[config.mk]
export PLATFORM = sky130hd
export DESIGN_NAME = serial_adder
export DESIGN_NICKNAME = d
export VERILOG_FILES = /design/src/rtl/serial_adder_pkg.sv /design/src/rtl/serial_adder_full_adder.sv /design/src/rtl/serial_adder.sv
export SDC_FILE = /design/constraint.sdc
export NUM_CORES = 1
export LEC_CHECK = 0
export CORE_AREA = 2 2 64 66
export CTS_CLUSTER_SIZE = 40
export DETAILED_ROUTE_END_ITERATION = 12
export DIE_AREA = 0 0 66 68
export HOLD_SLACK_MARGIN = 0.08
export SETUP_SLACK_MARGIN = 0.1
export SLEW_MARGIN = 30
export SYNTH_ARGS = -nofsm -noshare
export SYNTH_HDL_FRONTEND = slang
export SYNTH_SLANG_ARGS = --single-unit
[constraint.sdc]
create_clock -name CLK -period 2.95 [get_ports CLK]
set_input_delay 0.885 -clock CLK [delete_from_list [all_inputs] [get_ports CLK]]
set_output_delay 0.885 -clock CLK [all_outputs]
set_load 0.005 [all_outputs]
[src/rtl/serial_adder_pkg.sv]
`default_nettype none
// ============================================================================
// Module      : serial_adder_pkg
// Description : Shared definitions for the bit-serial adder: FSM state
//               encoding and the default operand width.
// Revision    : 1.0 - initial release
// ============================================================================
package serial_adder_pkg;

    // Controller states; the encoding is fixed so it can be probed externally.
    typedef enum logic [1:0] {
        ST_IDLE = 2'd0,
        ST_RUN  = 2'd1,
        ST_DONE = 2'd2
    } state_t;

    localparam int SA_WIDTH_DEF = 8;

endpackage
`default_nettype wire

[src/rtl/serial_adder_full_adder.sv]
`default_nettype none
// ============================================================================
// Module      : half_adder / full_adder
// Description : Single-bit arithmetic cells used as the serial adder's
//               bit slice. full_adder is two half adders plus an OR gate.
//   half_adder ports : i_a, i_b -> o_s (sum), o_c (carry)
//   full_adder ports : A, B, CI -> S (sum), CO (carry out)
// Revision    : 1.0 - initial release
// ============================================================================
module half_adder (
    input  logic i_a,
    input  logic i_b,
    output logic o_s,
    output logic o_c
);
    assign o_s = i_a ^ i_b;
    assign o_c = i_a & i_b;
endmodule

module full_adder (
    input  logic A,
    input  logic B,
    input  logic CI,
    output logic S,
    output logic CO
);
    logic w_s1;
    logic w_c1;
    logic w_c2;

    half_adder u_ha_ab (
        .i_a (A),
        .i_b (B),
        .o_s (w_s1),
        .o_c (w_c1)
    );

    half_adder u_ha_ci (
        .i_a (w_s1),
        .i_b (CI),
        .o_s (S),
        .o_c (w_c2)
    );

    // Both half-adder carries can never be high together, so OR is exact.
    assign CO = w_c1 | w_c2;
endmodule
`default_nettype wire

[src/rtl/serial_adder.sv]
`default_nettype none
// ============================================================================
// Module      : serial_adder
// Description : Bit-serial adder, LSB first, one bit per clock, using a
//               single full_adder cell and a carry flip-flop. Sequenced by a
//               START / BUSY / DONE handshake with back-to-back support.
//   Optional    : define SERIAL_ADDER_SUB_EN to add the SUB input, which turns
//                 the operation into A - B - CIN (COUT=1 means no borrow).
//   Ports :
//     CLK   in   rising-edge clock
//     RST   in   synchronous active-high reset
//     START in   request, sampled in IDLE or DONE
//     A, B  in   WIDTH-bit operands, captured on accepted START
//     CIN   in   carry-in, captured on accepted START
//     SUB   in   (SERIAL_ADDER_SUB_EN only) subtract select
//     BUSY  out  high while bits are being computed
//     DONE  out  one-cycle result-valid pulse
//     S     out  WIDTH-bit sum, held until next operation runs
//     COUT  out  final carry-out
//     OVF   out  signed overflow
// Revision    : 1.0 - initial release
// ============================================================================
module serial_adder
    import serial_adder_pkg::*;
#(
    parameter int WIDTH = SA_WIDTH_DEF
) (
    input  logic             CLK,
    input  logic             RST,
    input  logic             START,
    input  logic [WIDTH-1:0] A,
    input  logic [WIDTH-1:0] B,
    input  logic             CIN,
`ifdef SERIAL_ADDER_SUB_EN
    input  logic             SUB,
`endif
    output logic             BUSY,
    output logic             DONE,
    output logic [WIDTH-1:0] S,
    output logic             COUT,
    output logic             OVF
);

    localparam int                 c_CNT_W    = $clog2(WIDTH);
    localparam logic [c_CNT_W-1:0] c_CNT_LAST = c_CNT_W'(WIDTH - 1);
    localparam logic [c_CNT_W-1:0] c_CNT_ONE  = c_CNT_W'(1);

    state_t             r_state_q, w_state_d;
    logic [WIDTH-1:0]   r_a_q,     w_a_d;
    logic [WIDTH-1:0]   r_b_q,     w_b_d;
    logic [WIDTH-1:0]   r_sum_q,   w_sum_d;
    logic [c_CNT_W-1:0] r_cnt_q,   w_cnt_d;
    logic               r_carry_q, w_carry_d;
    logic               r_cout_q,  w_cout_d;
    logic               r_ovf_q,   w_ovf_d;

    logic [WIDTH-1:0]   w_b_load;
    logic               w_cin_load;
    logic               w_fa_s;
    logic               w_fa_co;

    // Subtraction is A + ~B + ~CIN: inverting the borrow-in turns CIN=0
    // into the +1 of two's complement negation.
`ifdef SERIAL_ADDER_SUB_EN
    assign w_b_load   = SUB ? ~B : B;
    assign w_cin_load = SUB ^ CIN;
`else
    assign w_b_load   = B;
    assign w_cin_load = CIN;
`endif

    full_adder u_cell (
        .A  (r_a_q[0]),
        .B  (r_b_q[0]),
        .CI (r_carry_q),
        .S  (w_fa_s),
        .CO (w_fa_co)
    );

    always_comb begin
        w_state_d = r_state_q;
        w_a_d     = r_a_q;
        w_b_d     = r_b_q;
        w_sum_d   = r_sum_q;
        w_cnt_d   = r_cnt_q;
        w_carry_d = r_carry_q;
        w_cout_d  = r_cout_q;
        w_ovf_d   = r_ovf_q;

        unique case (r_state_q)
            ST_IDLE, ST_DONE: begin
                // Results stay untouched on accept; they only change once
                // the first RUN edge shifts a new bit in.
                if (START) begin
                    w_a_d     = A;
                    w_b_d     = w_b_load;
                    w_carry_d = w_cin_load;
                    w_cnt_d   = '0;
                    w_state_d = ST_RUN;
                end else begin
                    w_state_d = ST_IDLE;
                end
            end
            ST_RUN: begin
                w_sum_d   = {w_fa_s, r_sum_q[WIDTH-1:1]};
                w_a_d     = {1'b0, r_a_q[WIDTH-1:1]};
                w_b_d     = {1'b0, r_b_q[WIDTH-1:1]};
                w_carry_d = w_fa_co;
                w_cnt_d   = r_cnt_q + c_CNT_ONE;
                if (r_cnt_q == c_CNT_LAST) begin
                    // On the MSB slice the carry FF holds the carry into
                    // the MSB, so overflow is that XOR the carry out.
                    w_cout_d  = w_fa_co;
                    w_ovf_d   = r_carry_q ^ w_fa_co;
                    w_state_d = ST_DONE;
                end
            end
            default: begin
                w_state_d = ST_IDLE;
            end
        endcase
    end

    always_ff @(posedge CLK) begin
        if (RST) begin
            r_state_q <= ST_IDLE;
            r_a_q     <= '0;
            r_b_q     <= '0;
            r_sum_q   <= '0;
            r_cnt_q   <= '0;
            r_carry_q <= 1'b0;
            r_cout_q  <= 1'b0;
            r_ovf_q   <= 1'b0;
        end else begin
            r_state_q <= w_state_d;
            r_a_q     <= w_a_d;
            r_b_q     <= w_b_d;
            r_sum_q   <= w_sum_d;
            r_cnt_q   <= w_cnt_d;
            r_carry_q <= w_carry_d;
            r_cout_q  <= w_cout_d;
            r_ovf_q   <= w_ovf_d;
        end
    end

    assign BUSY = (r_state_q == ST_RUN);
    assign DONE = (r_state_q == ST_DONE);
    assign S    = r_sum_q;
    assign COUT = r_cout_q;
    assign OVF  = r_ovf_q;

endmodule
`default_nettype wire

==> results.tsv <==
stage	metric	value	unit
layout	num-fill-cells	407	
clock_network	cts_setup_buffers	0	
sta	skew	0.00391	ns
placed_design	place_congestion	0.737	
global_route	grt_max_degree	45	
clock_network	cts-hold-fix-buffers	0	
sta	finalSetupTns	0	ns
logic_synthesis	synth_cell_types	22	
critical_path	cp_max_fo	14	
logic_synthesis	synth_compound_area_share	21.0	%
global_route	grt_pass1_vias	1132	
logic_synthesis	ys_async_sr_fraction	0	%
critical_path	required	2.07	ns
layout	area_growth	25.4	%
sta	finalCritPeriodShare	79.1	%
logic_synthesis	yosys_most_used_dff	dfxtp_1	
logic_synthesis	synth_top_area_share	43.7	%
logic_synthesis	ys_seq_elements	32	
logic_synthesis	synth_top_family_by_area	simple AND/OR/NAND/NOR gates	
layout	layout.nets	214	
critical_path	start_kind	register	
hold_path	hold_depth	2	
logic_synthesis	synth_edf_count	0	
hold_path	holdCritPathClass	reg2reg	
layout	multi_input_area	718	um^2
sta	rsz0062_at_grt	no	
logic_synthesis	synth.area.top_cells	dfxtp_1 44%, a311oi_2 15%, nand2_1 12%, a21oi_1 5.1%, nor2_1 4.4%	
sta	max_freq	428	MHz
run_status	status	complete, no violations	
floorplanning	core	0.00386	mm^2
route	drtPass1Iterations	4	
sta	period_needed	2.33	ns
logic_synthesis	postSynthCellCount	163	
layout	register_area	641	um^2
pwr	power_density	504	mW/mm^2
floorplanning	num_rows	23	
logic_synthesis	yosysSeqAreaShare	43.7	%
logic_synthesis	yosys.area_share.simple	24.2	%
sta	hold_viol	0	
floorplanning	die_h	68	um
placed_design	portBuffers	31	
global_route	grt_pass1_wl	4800	um
floorplanning	die_area	0.00449	mm^2
critical_path	r2r_cells	3	
logic_synthesis	synth_mux_area_share	0	%
layout	final_util	47.6	%
logic_synthesis	synth_top_area_cell	dfxtp_1	
global_route	track_usage	13.9	%
clock_network	clockBufferDepth	2	
route	drt_wl_total	2750	um
logic_synthesis	synth.most_common_cell	nand2_1	
logic_synthesis	synth_warnings	0	
sta	max-slew-margin-rel	49.6	%
route	viasPerCell	4.87	
logic_synthesis	avgSynthCellArea	8.99	um^2
logic_synthesis	synth_xor_area_share	0.598	%
route	via_count	1174	
clock_network	cts_max_level	2	
logic_synthesis	syn_area	0.00147	mm^2
logic_synthesis	netlist_top_cells_count	45 x nand2_1, 32 x dfxtp_1, 17 x nor2_1	
route	drcViolationCount	0	
global_route	grt-ovfl-total	0	
pwr	ir_worst_vdd	0.265	mV
floorplanning	die_w	66	um
sta	finalSetupViolCount	0	
critical_path	path_class	reg2out	
clock_network	cts_inserted_buffers	5	
route	wl_per_cell	11.4	um
clock_network	tritoncts	yes	
route	route.antenna.remaining_nets	0	
floorplanning	pin_count	32	
flow_run	drv_cap	0	
clock_network	clk_pin_slew	0.06	ns
clock_network	cts_resized	0	
critical_path	crit_path_end_kind	primary output	
critical_path	worst-endpoint-arrival	1.45	ns
sta	report.final.slew_viol_count	0	
logic_synthesis	synthesis.nets	186	
pwr	p_leak	0.656	nW
clock_network	cts_root_buffer	clkbuf_8	
clock_network	cts_sinks	32	
floorplanning	initial_utilization	38.0	%
clock_network	clk_latency	0.27	ns
logic_synthesis	synthAdderAreaFrac	3.07	%
layout	drive_gt1_share	17.8	%
global_route	antenna_found_initial	0	
route	drt_iter0_drc	34	
sta	worstMarginPinSlew	0.755	ns
placed_design	dp_hpwl	1960	um
layout	diodes	0	
-- flip-flops by register name, indices dropped and copies added (netlist names) --
| signal | count |
|---|---|
| r_state_q | 2 |
| COUT | 1 |
| OVF | 1 |
| r_b_q | 8 |
| S | 8 |
| r_carry_q | 1 |
| r_a_q | 8 |
| r_cnt_q | 3 |
-- worst max-delay path, stage by stage (launching register included) --
cell and delay (ns):
dfxtp_1 0.41, nand2b_2 0.09, clkinv_2 0.15, clkdlybuf4s50_1 0.53
-- final timing paths --
path                            slack (ns)               endpoint                      start
worst min-delay path                  0.46      S[0]$_SDFFE_PP0P_          S[0]$_SDFFE_PP0P_
worst max-delay path                  0.62                   BUSY  r_state_q[0]$_SDFFE_PP0P_
worst max register to register        1.39  r_b_q[5]$_SDFFE_PP0P_  r_state_q[0]$_SDFFE_PP0P_
worst min register to register        0.46      S[0]$_SDFFE_PP0P_          S[0]$_SDFFE_PP0P_
-- cells in the final DEF, fill, tap and decap left out --
| master | synthesis | layout |
|---|---|---|
| nand2_1 | 45 | 45 |
| nand2_2 | 7 | 7 |
| nor2_1 | 17 | 17 |
| and2b_1 | 1 | 1 |
| a21oi_1 | 15 | 15 |
| o21a_1 | 1 | 1 |
| buf_4 | 6 | 3 |
| clkbuf_1 | 2 | 1 |
| clkdlybuf4s50_1 | 0 | 31 |
| clkinv_2 | 1 | 2 |
| nand2b_2 | 0 | 1 |
| nand2b_1 | 3 | 2 |
| ha_1 | 2 | 2 |
| nand3_1 | 7 | 7 |
| dfxtp_1 | 32 | 32 |
| nor2b_2 | 1 | 1 |
| nand3b_1 | 1 | 1 |
| xor2_1 | 1 | 1 |
| fa_1 | 1 | 1 |
| a311oi_2 | 15 | 15 |
| clkbuf_8 | 0 | 5 |
-- per-stage QoR --
stage / setup slack [ns] / hold slack, ns / instance area, um^2 / std cells / power (mW)
floorplan: 1.29 / 0.448 / 1470 / 163 / 0.595
global placement: 0.576 / 0.443 / 1760 / 234 / 0.630
detailed placement: 0.527 / 0.454 / 1760 / 234 / 0.635
CTS: 0.591 / 0.463 / 1840 / 241 / 0.942
global route: 0.529 / 0.472 / 1840 / 241 / 0.981
finish: 0.616 / 0.461 / 1840 / 241 / 0.926
-- area by class of cell --
cell class                      count  share of cell area (%)
Clock buffer                        6                    3.95
Multi-Input combinational cell    117                    39.1
Sequential cell                    32                    34.9
Timing Repair Buffer               34                    18.1
Tap cell                           50                    3.41
Clock inverter                      1                   0.272
Inverter                            1                   0.272
-- power by group --
| part | switching [mW] | internal (mW) | total [mW] |
|---|---|---|---|
| sequential | 0.0163 | 0.459 | 0.475 |
| clock | 0.144 | 0.160 | 0.303 |
| combinational | 0.0782 | 0.0692 | 0.147 |
| total | 0.238 | 0.688 | 0.926 |
-- logic make-up after synthesis --
| logic type | after synthesis |
|---|---|
| fa+ha+maj | 3 |
| simple gates | 82 |
| xor+xnor | 1 |
| buf+inv | 14 |
| compound gates | 31 |
| flops | 32 |
-- routing by layer --
metal  up-vias  routed length, um  global-route usage, %  share of wire [%]
met3         4                140                   3.95                5.1
li1        604                  -                      -                  -
met2        28               1380                   25.3                 50
met5         -                  0                      0                  0
met1       538               1210                   15.5                 44
met4         0                 27                   5.36               0.98
Note: power is estimated with default switching activity, not from simulation.
